==> src/rtl/can_sched_pkg.sv <==
// rtl/can_sched_pkg.sv - shared types, payload field positions and ID helper for the CAN TX scheduler
package can_sched_pkg;

  typedef enum logic [2:0] {IDLE, ARB, LOAD, WAIT, IFS} state_t;

  localparam int PAYLOAD_W = 76;
  localparam int ID_MSB    = 74;
  localparam int ID_LSB    = 64;
  localparam int DATA_W    = 64;
  localparam int ID_W      = 11;

  function automatic logic [ID_W-1:0] extract_id(input logic [PAYLOAD_W-1:0] payload);
    return payload[ID_MSB:ID_LSB];
  endfunction

endpackage

==> src/rtl/can_id_prio_arb.sv <==
// rtl/can_id_prio_arb.sv - combinational lowest-CAN-ID finder; ties go to the lowest index
module can_id_prio_arb
  import can_sched_pkg::*;
#(
  parameter int N_REQ = 4
) (
  input  logic [N_REQ-1:0]      valid,
  input  logic [N_REQ*ID_W-1:0] ids,
  output logic [2:0]            winner,
  output logic                  any_valid
);

  logic [ID_W-1:0] best_id;

  // Strict less-than keeps the earlier (lower-index) slot on equal IDs.
  always_comb begin
    winner    = '0;
    any_valid = 1'b0;
    best_id   = '1;
    for (int k = 0; k < N_REQ; k++) begin
      if (valid[k] && (!any_valid || (ids[k*ID_W +: ID_W] < best_id))) begin
        winner    = 3'(k);
        best_id   = ids[k*ID_W +: ID_W];
        any_valid = 1'b1;
      end
    end
  end

endmodule

==> src/rtl/can_tx_scheduler.sv <==
// rtl/can_tx_scheduler.sv - shares one CAN frame generator between N_REQ requesters
// CAN_SCHED_RR_EN: round-robin grant instead of lowest-ID priority.
module can_tx_scheduler
  import can_sched_pkg::*;
#(
  parameter int N_REQ          = 4,
  parameter int IFS_BITS       = 3,
  parameter int TIMEOUT_CYCLES = 256
) (
  input  logic                       clk,
  input  logic                       rst,
  input  logic [N_REQ-1:0]           req_valid,
  input  logic [N_REQ*PAYLOAD_W-1:0] req_payload,
  output logic [N_REQ-1:0]           req_ack,
  output logic [PAYLOAD_W-1:0]       gen_payload,
  output logic                       gen_start,
  input  logic                       gen_done,
  output logic                       busy,
  output logic [2:0]                 grant_idx,
  output logic                       timeout_err,
  output logic [15:0]                frame_cnt
);

  localparam int WAIT_W = (TIMEOUT_CYCLES > 2) ? $clog2(TIMEOUT_CYCLES) : 1;
  localparam int IFS_W  = (IFS_BITS > 1) ? $clog2(IFS_BITS + 1) : 1;

  state_t               state;
  logic [WAIT_W-1:0]    wait_cnt;
  logic [IFS_W-1:0]     ifs_cnt;
  logic [15:0]          frames;
  logic [2:0]           win_idx;
  logic                 win_any;
  logic [PAYLOAD_W-1:0] sel_payload;

`ifdef CAN_SCHED_RR_EN
  // Search begins one past the last grant; grant_idx doubles as the rr pointer.
  always_comb begin
    win_idx = '0;
    win_any = 1'b0;
    for (int off = 0; off < N_REQ; off++) begin
      for (int j = 0; j < N_REQ; j++) begin
        if (!win_any && req_valid[j] && (((int'(grant_idx) + 1 + off) % N_REQ) == j)) begin
          win_idx = 3'(j);
          win_any = 1'b1;
        end
      end
    end
  end
`else
  logic [N_REQ*ID_W-1:0] ids;

  for (genvar k = 0; k < N_REQ; k++) begin : g_ids
    assign ids[k*ID_W +: ID_W] = extract_id(req_payload[k*PAYLOAD_W +: PAYLOAD_W]);
  end

  can_id_prio_arb #(.N_REQ(N_REQ)) u_arb (
    .valid     (req_valid),
    .ids       (ids),
    .winner    (win_idx),
    .any_valid (win_any)
  );
`endif

  always_comb begin
    sel_payload = '0;
    for (int k = 0; k < N_REQ; k++) begin
      if (win_idx == 3'(k)) sel_payload = req_payload[k*PAYLOAD_W +: PAYLOAD_W];
    end
  end

  assign frame_cnt = frames;

  // Grant outputs are registered on the ARB->LOAD edge so they are valid throughout LOAD.
  always_ff @(posedge clk or negedge rst) begin
    if (!rst) begin
      state       <= IDLE;
      wait_cnt    <= '0;
      ifs_cnt     <= '0;
      frames      <= '0;
      req_ack     <= '0;
      gen_payload <= '0;
      gen_start   <= 1'b0;
      busy        <= 1'b0;
      grant_idx   <= '0;
      timeout_err <= 1'b0;
    end else begin
      req_ack     <= '0;
      gen_start   <= 1'b0;
      timeout_err <= 1'b0;
      case (state)
        IDLE: begin
          if (|req_valid) begin
            state <= ARB;
            busy  <= 1'b1;
          end
        end
        ARB: begin
          if (win_any) begin
            gen_payload <= sel_payload;
            gen_start   <= 1'b1;
            req_ack     <= N_REQ'(1) << win_idx;
            grant_idx   <= win_idx;
            state       <= LOAD;
          end else begin
            state <= IDLE;
            busy  <= 1'b0;
          end
        end
        LOAD: begin
          wait_cnt <= '0;
          state    <= WAIT;
        end
        WAIT: begin
          if (gen_done) begin
            frames  <= frames + 16'd1;
            ifs_cnt <= '0;
            state   <= IFS;
          end else if (wait_cnt == WAIT_W'(TIMEOUT_CYCLES - 1)) begin
            timeout_err <= 1'b1;
            ifs_cnt     <= '0;
            state       <= IFS;
          end else begin
            wait_cnt <= wait_cnt + 1'b1;
          end
        end
        IFS: begin
          if (ifs_cnt == IFS_W'(IFS_BITS - 1)) begin
            state <= IDLE;
            busy  <= 1'b0;
          end else begin
            ifs_cnt <= ifs_cnt + 1'b1;
          end
        end
        default: begin
          state <= IDLE;
          busy  <= 1'b0;
        end
      endcase
    end
  end

endmodule

==> config.mk <==
export PLATFORM = sky130hd
export DESIGN_NAME = can_tx_scheduler
export DESIGN_NICKNAME = d
export VERILOG_FILES = /design/src/rtl/can_sched_pkg.sv /design/src/rtl/can_id_prio_arb.sv /design/src/rtl/can_tx_scheduler.sv
export SDC_FILE = /design/constraint.sdc
export NUM_CORES = 1
export LEC_CHECK = 0
export ABC_AREA = 1
export BUFFER_PORTS_ARGS = -buffer_cell sky130_fd_sc_hd__clkbuf_2
export CAP_MARGIN = 0
export CORE_AREA = 4 4 160 162
export CTS_BUF_LIST = sky130_fd_sc_hd__clkbuf_8
export CTS_CLUSTER_SIZE = 14
export DETAILED_ROUTE_END_ITERATION = 12
export DIE_AREA = 0 0 164 166
export PLACE_DENSITY = 0.64
export SLEW_MARGIN = 20
export SYNTH_ARGS = -nofsm -noshare
export SYNTH_HDL_FRONTEND = slang
export SYNTH_SLANG_ARGS = --single-unit
==> constraint.sdc <==
create_clock -name clk -period 2.43 [get_ports clk]
set_clock_uncertainty 0.1 [all_clocks]
set_input_delay 0.3645 -clock clk [delete_from_list [all_inputs] [get_ports clk]]
set_output_delay 0.3645 -clock clk [all_outputs]
set_load 0.01 [all_outputs]
==> results of run 1 <==
-- state kept, by name (all words and copies together) (netlist names) --
signal	flops
frame_cnt	16
timeout_err	1
busy	1
wait_cnt	8
ifs_cnt	2
req_ack	4
grant_idx	2
gen_payload	76
state	3
gen_start	1
-- layer usage --
layer	global-route usage [%]	vias to the layer above	routed length, µm
li1	-	5100	-
met1	31.4	4840	14600
met2	41.6	451	17200
met3	4.84	66	2390
met4	8.94	4	1020
met5	0	-	21
-- per-stage QoR --
stage,cell area (µm²),util [%],worst slack (ns),hold slack (ns)
after detailed placement,11500,47.5,-3.20,0.275
final,13100,54.4,-2.29,0.114
after CTS,13000,53.8,-2.19,0.0783
after floorplan,8280,-,-2.59,-0.0311
after global routing,13100,54.4,-2.54,0.104
after global placement,11500,47.5,-3.05,0.277
-- power by group through the flow --
stage                     Sequential, µW  Clock, µW  Combinational (µW)
after floorplan                     3440          0                2560
after global placement              3140          0                5040
after detailed placement            3170          0                5110
after CTS                           3140       1990                5650
after global routing                3240       2080                6300
final                               3140       1930                5690
-- worst max path at each step --
| stage | end | cells past startpoint | slack (ns) |
|---|---|---|---|
| after floorplan | gen_payload[16] | 41 | -2.59 |
| after global placement | gen_payload[47] | 35 | -3.05 |
| after detailed placement | gen_payload[47] | 35 | -3.20 |
| after CTS | gen_payload[55] | 36 | -2.19 |
| after global routing | gen_payload[54] | 37 | -2.54 |
| final | gen_payload[37] | 36 | -2.29 |
-- cell usage after synthesis (all sizes together) (2+ instances only) --
cell type | n | area, µm²
nand2 | 301 | 1160
o21ai | 28 | 140
clkbuf | 38 | 143
buf | 43 | 259
ha | 32 | 400
nor2 | 220 | 857
dfrtp | 114 | 2850
nand3 | 247 | 1240
nor3 | 8 | 40.0
clkinv | 2 | 7.51
a2111oi | 2 | 17.5
a21oi | 11 | 55.1
xor2 | 11 | 96.3
inv | 62 | 233
nand4 | 68 | 425
nor3b | 2 | 15.0
a31oi | 3 | 18.8
xnor2 | 5 | 43.8
nor4 | 2 | 12.5
-- area by class of cell --
cell class	instances	area, µm²	share of cell area, %
inverter	64	288	2.19
timing repair inverter	1	16.3	0.124
sequential	114	2850	21.7
clock buffer	17	234	1.78
multi-input combinational	953	5150	39.3
tap	324	405	3.09
antenna	4	10.0	0.0763
clock inverter	15	189	1.44
timing repair buffer	582	3970	30.3
-- cell families after synthesis --
family / share of synthesized area [%]
fa+ha+maj: 4.96
other cells: 0.0465
buf+inv: 7.96
simple gates: 46.6
compound gates: 3.24
xor+xnor: 1.74
flops: 35.4
mux: 0.140
-- what timing repair did --
action | in CTS | in global routing
hold buffers | 2 | 0
setup buffers | 28 | 3
pin swaps | 52 | 10
endpoints found under the hold margin | 36 | 0
resized for setup | 116 | 29
setup endpoints to repair | 82 | 90
gates cloned | 16 | 0
-- worst max-delay path: cells and delay by family --
family	cells	cell delay, ns
adder cells (fa/ha/maj)	3	0.77
AND/OR/NAND/NOR	20	2.03
AO/OA/AOI/OAI	7	1.11
buffers and inverters	6	0.69
==> results.toml, run 1 <==
[run_status]
outcome = "finished, violations left"
violations = "setup timing"

[pwr]
share_seq_of_total_power_pct = 29.2
pwr-share-clk_pct = 18.0
swShare_pct = 43.4
totalPowerFinal_uw = 10800
power_frac_comb_pct = 52.9
p_int_uw = 6090
p_per_area_nw_per_um2 = 820
p_leak_uw = 0.00694
p_sw_uw = 4670
ir_drop_mv = 0.435

[timing]
slew_headroom_pct = 54.9
setup_viol = 82
layout_setup_ws_ns = -2.29
hold_viol_final = 0
worstMarginPinSlew_ns = 0.677
layout_min_cycle_time_ns = 4.72
slew_violations = 0
rsz0062_at_grt = "true"
finalCritPeriodShare_pct = 194
clock.fmax_mhz = 212
fin_tns_setup_ns = -181.67

[logic_synthesis]
avgSynthCellArea_um2 = 6.68
ys_seq_area_share_pct = 35.4
synth-main-ff-cell = "dfrtp_1"
ys_types = 35
async_flop_share_pct = 100
synth.net_count = 1550
syn_area_um2 = 8070
syn_inst = 1207
ys_ff_latch = 114
synth_edf_count = 0
synth_warnings = 0

[drt]
vias = 10461
wl_um = 35200
drt_iter0_drc = 804
drt-vias-per-instance = 5.04
drtAntennaViolNets = 0
dr.pass1.iters = 5
drc = 0
avgRoutedWirePerCell_um = 17.0

[placement]
numPortBuffers = 411
hpwl_um = 25400
dpl.cell_count = 1989
gp_congestion = 0.936

[worst_hold_path]
hold_class = "primary input to flop"
min_to = "gen_payload[1]"
holdCritStartpoint = "req_payload[1]"
min_path_cells = 5

[cells_and_area]
syn2layout_area_growth_pct = 62.6
fill_cells = 2363
final_common_cell = "clkbuf_2"
layout_common_cells = "409 x clkbuf_2, 277 x nand2_1, 214 x nand3_1"
nets = 2076
drive_gt1_share_pct = 41.5
layout.cells.non_filler = 2074

[critical_path]
start_kind = "primary input"
crit_type = "primary input to flop"
r2r_setup_slack_ns = 0.23
arrival_ns = 4.95
worstPathRequired_ns = 2.66
timing.rr.start = "state[1]"
r2r_cells = 13
cp-startpoint = "req_valid[0]"
r2r-end = "frame_cnt[11]"
cp_max_fo = 7
crit_path_max_incr_delay_ns = 0.32
crit_path_end_kind = "flop"
cp_slowest_cell = "ha_1"

[global_route]
grt_max_degree = 84
grt_pass1_wl_um = 53400
antenna_found_initial = 6
grt_pass1_vias = 10155
track_usage_pct = 24.7
gr-total-overflow = 0

[floorplanning]
ioPinCount = 413
dieArea_um2 = 27200
core_um2 = 24100
die_h_um = 166
rows = 57
start_util_pct = 33.5
dieWidth_um = 164

[clock_tree]
cts_made_buffers = 17
cts_tree = "done"
clock-sinks = 114
h-tree-depth = 4
cts_buffer_depth = 2
clk_latency_ns = 0.44
clkTransAtPathRegs_ns = 0.09
cts_root_buffer = "clkbuf_8"

[job]
maxCapViolations = 0
(Power assumes the default switching activity.)
==> run 2: changes to the inputs <==
--- a/config.mk
+++ b/config.mk
@@ -13,6 +13,8 @@
 export CTS_CLUSTER_SIZE = 14
 export DETAILED_ROUTE_END_ITERATION = 12
 export DIE_AREA = 0 0 164 166
+export GPL_TIMING_DRIVEN = 0
+export MAX_ROUTING_LAYER = met4
 export PLACE_DENSITY = 0.64
 export SLEW_MARGIN = 20
 export SYNTH_ARGS = -nofsm -noshare
==> results.toml, run 2 (synthesized netlist as in run 1, its figures left out) <==
[critical_path]
crit_buf_inv = 10
start_kind = "primary input"
cp_max_fo = 8
worstPathRequired_ns = 2.66
crit_path_end_kind = "flop"
cp_slowest_cell = "a2111oi_4"
crit_type = "primary input to flop"
arrival_ns = 5.68
crit_path_max_incr_delay_ns = 0.38
crit_family = "simple AND/OR/NAND/NOR gates"

[clock_tree]
clkTransAtPathRegs_ns = 0.08
clk_latency_ns = 0.44
cts_buffer_depth = 2
h-tree-depth = 4
clock-sinks = 114
cts_tree = "done"
cts_made_buffers = 17
cts_root_buffer = "clkbuf_8"

[timing]
rsz0062_at_grt = "true"
layout_setup_ws_ns = -3.03
worstMarginPinSlew_ns = 1.01
finalCritPeriodShare_pct = 225
setup_viol = 82
slew_violations = 0
hold_viol_final = 0
clock.fmax_mhz = 183
layout_min_cycle_time_ns = 5.46
slew_headroom_pct = 33.0
fin_tns_setup_ns = -241.20

[cells_and_area]
layout_common_cells = "411 x clkbuf_2, 268 x nand2_1, 169 x nor2_1"
fill_cells = 2387
drive_gt1_share_pct = 46.2
largest_reg_flops = 76
syn2layout_area_growth_pct = 64.8
final_common_cell = "clkbuf_2"
design_area_um2 = 13300
fin_util_pct = 55.1
top_register = "gen_payload"
nets = 2029

[drt]
wl_met3_um = 2780
drc = 0
vias = 10731
drt-vias-per-instance = 5.30
drt_iter0_drc = 805
dr.pass1.iters = 6
dr_wl_met2_um = 19300
wl_um = 39700
top_layer = "met4"
avgRoutedWirePerCell_um = 19.6
drtAntennaViolNets = 0
wl_met1_um = 16100

[global_route]
antenna_found_initial = 3
grt_pass1_vias = 10116
grt_max_degree = 77
grt_pass1_wl_um = 56600
gr-total-overflow = 0
track_usage_pct = 27.5

[pwr]
p_per_area_nw_per_um2 = 834
ir_drop_mv = 0.406
p_leak_uw = 0.00676

[worst_hold_path]
hold_class = "primary input to flop"

[floorplanning]
ioPinCount = 413
rows = 57
core_um2 = 24100
dieArea_um2 = 27200
dieWidth_um = 164
start_util_pct = 33.5
die_h_um = 166

[placement]
gp_congestion = 0.930
numPortBuffers = 411
dpl_cell_area_um2 = 10800
hpwl_um = 29800

[run_status]
outcome = "finished, violations left"
violations = "setup timing"

[job]
maxCapViolations = 0
run 2: final timing paths:
path / to / start / cells after the start / slack, ns
setup / recovery: gen_payload[46] / req_valid[0] / 39 / -3.03
hold / removal: gen_payload[12] / req_payload[164] / 5 / 0.10
setup reg to reg: gen_payload[29] / state[0] / 9 / -0.41
hold reg to reg: ifs_cnt[0] / ifs_cnt[0] / 1 / 0.39
max in group asynchronous: gen_payload[9] / rst / 3 / 1.21
min in group asynchronous: frame_cnt[7] / rst / 2 / 0.30
run 2: timing repair:
item                                    4_1_cts  5_1_grt
gates resized for setup                      82      275
pin swaps                                    26      145
hold endpoints to repair                     39        0
gates cloned                                  3       12
endpoints found under the setup margin       93       95
setup buffers                                16       16
hold buffers                                  2        0
run 2: layout make-up:
type / count / area [µm²] / share of cell area (%)
antenna: 3 / 7.51 / 0.0565
buffer: 80 / 731 / 5.50
clock buffer: 17 / 234 / 1.76
clock inverter: 15 / 173 / 1.30
inverter: 64 / 277 / 2.08
multi-input combinational: 948 / 5860 / 44.1
sequential: 114 / 2850 / 21.5
tap: 324 / 405 / 3.05
timing repair buffer: 460 / 2740 / 20.6
timing repair inverter: 1 / 16.3 / 0.122
run 2: worst register-to-register path, stage by stage, from the launching register on:
cell      delay (ns)
dfrtp_1         0.40
inv_1           0.11
nor3_1          0.15
inv_1           0.11
nor2_1          0.25
clkbuf_1        0.49
clkbuf_1        0.66
nand2_1         0.24
nor2_2          0.18
nor2_1          0.05
run 2: per-layer routing:
metal,global-route usage [%],vias to the layer above
li1,-,4991
met1,34.1,5086
met2,45.0,543
met3,4.84,111
met4,9.99,0
met5,-,-
run 2: through the flow:
step	hold slack, ns	std cells	setup WS (ns)	power, µW
finish	0.103	2026	-3.03	11100
global route	0.0854	2026	-3.26	11900
CTS	0.0632	1996	-2.71	10300
detailed placement	0.216	1943	-4.49	8160
global placement	0.363	1942	-4.49	8050
floorplan	-0.0311	1207	-2.59	5990
run 2: power by group:
group	leakage, µW	internal [µW]	total (µW)	switching, µW
logic	0.00518	2370	6050	3680
registers	0.00137	2680	3130	453
clock network	0.000207	945	1910	961
==> run 3: changes to the inputs <==
--- a/config.mk
+++ b/config.mk
@@ -16,6 +16,7 @@
 export GPL_TIMING_DRIVEN = 0
 export MAX_ROUTING_LAYER = met4
 export PLACE_DENSITY = 0.64
+export SETUP_SLACK_MARGIN = 0.1
 export SLEW_MARGIN = 20
 export SYNTH_ARGS = -nofsm -noshare
 export SYNTH_HDL_FRONTEND = slang
==> constraint.sdc (replaced) <==
create_clock -name clk -period 2.43 [get_ports clk]
set_clock_uncertainty 0.1 [all_clocks]
set_input_delay 0.3645 -clock clk [delete_from_list [all_inputs] [get_ports clk]]
set_output_delay 0.3645 -clock clk [all_outputs]
set_load 0.05 [all_outputs]
==> results.toml, run 3 (synthesized netlist as in run 1, its figures left out) <==
[critical_path]
r2r_setup_slack_ns = -0.33
r2r-end = "gen_payload[43]"
crit_path_max_incr_delay_ns = 0.40
timing.critical_path.mode_cell = "nand2_2"
r2r_cells = 9
arrival_ns = 5.54
timing.rr.start = "state[0]"
start_kind = "primary input"
worstPathRequired_ns = 2.72
cp_slowest_cell = "clkbuf_1"
crit_path_end_kind = "flop"
crit_type = "primary input to flop"
cp_max_fo = 10

[drt]
dr.pass1.iters = 7
avgRoutedWirePerCell_um = 19.5
drt_iter0_drc = 882
drtAntennaViolNets = 0
drt-vias-per-instance = 5.22
wl_um = 39700
drc = 0
vias = 10616

[cells_and_area]
fill_cells = 2337
drive_gt1_share_pct = 43.5
syn2layout_area_growth_pct = 62.5
layout_common_cells = "410 x clkbuf_2, 254 x nand2_1, 183 x nor2_1"
fin_util_pct = 54.4
final_common_cell = "clkbuf_2"
layout.cells.non_filler = 2035
largest_reg_flops = 76
nets = 2039
top_register = "gen_payload"

[pwr]
p_leak_uw = 0.00671
p_per_area_nw_per_um2 = 1010
ir_drop_mv = 0.696

[global_route]
grt_max_degree = 61
track_usage_pct = 28.1
grt_pass1_vias = 10457
grt_pass1_wl_um = 58100
gr-total-overflow = 0
antenna_found_initial = 2

[timing]
finalCritPeriodShare_pct = 216
rsz0062_at_grt = "true"
slew_headroom_pct = 42.4
worstMarginPinSlew_ns = 0.864
clock.fmax_mhz = 190
layout_setup_ws_ns = -2.82
finalHoldWorstSlack_ns = 0.0983
layout_min_cycle_time_ns = 5.25
hold_viol_final = 0
slew_violations = 0
setup_viol = 82
fin_tns_setup_ns = -224.43

[clock_tree]
h-tree-depth = 4
cts_buffer_depth = 2
cts_root_buffer = "clkbuf_8"
clkTransAtPathRegs_ns = 0.08
cts_tree = "done"
clock-sinks = 114
clk_latency_ns = 0.44
cts_made_buffers = 17

[placement]
numPortBuffers = 411
post-place-ws_ns = -4.47
hpwl_um = 29700
dpl.cell_count = 1943
gp_congestion = 0.998

[floorplanning]
die_h_um = 166
dieArea_um2 = 27200
start_util_pct = 33.5
core_um2 = 24100
ioPinCount = 413
rows = 57
dieWidth_um = 164

[worst_hold_path]
min_to = "gen_payload[15]"
hold_class = "primary input to flop"
holdCritStartpoint = "req_payload[167]"
min_path_cells = 5

[run_status]
violations = "setup timing"
outcome = "finished, violations left"

[job]
maxCapViolations = 0
[run 3: cell types whose count changed in the layout (fill, tap and decap cells not counted), sizes merged]
cell    change
clkinv      -1
clkbuf      -4
bufinv      +1
diode       -1
buf        +14
[run 3: area by class of cell]
cell class	instances	area, µm²	share of cell area [%]
repair inverters	1	16.3	0.124
flip-flops and latches	114	2850	21.8
well taps	324	405	3.09
clock buffers	17	234	1.78
plain buffers	81	738	5.63
repair buffers	469	2830	21.6
diodes	2	5.00	0.0382
inverters	64	277	2.11
clock inverters	15	195	1.49
multi-input cells	948	5550	42.4
[run 3: worst max-delay path by stage]
stage | startpoint | endpoint | depth (start not counted) | slack, ns
2_1_floorplan | req_valid[0] | gen_payload[16] | 41 | -2.59
3_3_place_gp | req_valid[0] | gen_payload[51] | 38 | -4.44
6_report | req_valid[0] | gen_payload[7] | 38 | -2.82
3_5_place_dp | req_valid[0] | gen_payload[53] | 38 | -4.47
5_1_grt | req_valid[0] | gen_payload[11] | 40 | -3.08
4_1_cts | req_valid[0] | gen_payload[46] | 41 | -2.72
[run 3: repair_timing]
| action | CTS | global route |
|---|---|---|
| pin swaps | 62 | 79 |
| cloned | 5 | 9 |
| endpoints found under the setup margin | 97 | 95 |
| hold buffers | 2 | 0 |
| buffers inserted | 28 | 14 |
| resized for setup | 154 | 147 |
| endpoints found under the hold margin | 55 | 0 |
[run 3: per-stage QoR]
step	cell area (µm²)	power [µW]
3_5_place_dp	10800	10300
5_1_grt	13100	14000
6_report	13100	13200
4_1_cts	12100	12700
2_1_floorplan	8280	8110
3_3_place_gp	10700	10200
[run 3: power breakdown]
part	switching, µW	leakage [µW]	total (µW)	internal, µW
combinational	5700	0.00512	8050	2350
sequential	497	0.00137	3170	2680
clock	948	0.000216	1990	1050
[run 3: critical path, delay by kind of cell]
family | cells | cell delay [ns]
AO/OA/AOI/OAI | 7 | 0.92
adder cells (fa/ha/maj) | 3 | 0.89
buffers and inverters | 8 | 1.32
AND/OR/NAND/NOR | 20 | 2.03
[run 3: layer usage]
metal  global-route usage, %  wire length [µm]  vias up
li1                        -                 -     5007
met1                    35.0             16300     4990
met2                    46.2             19400      520
met3                    4.52              2450       99
met4                    10.2              1600        0
met5                       -                 0        -
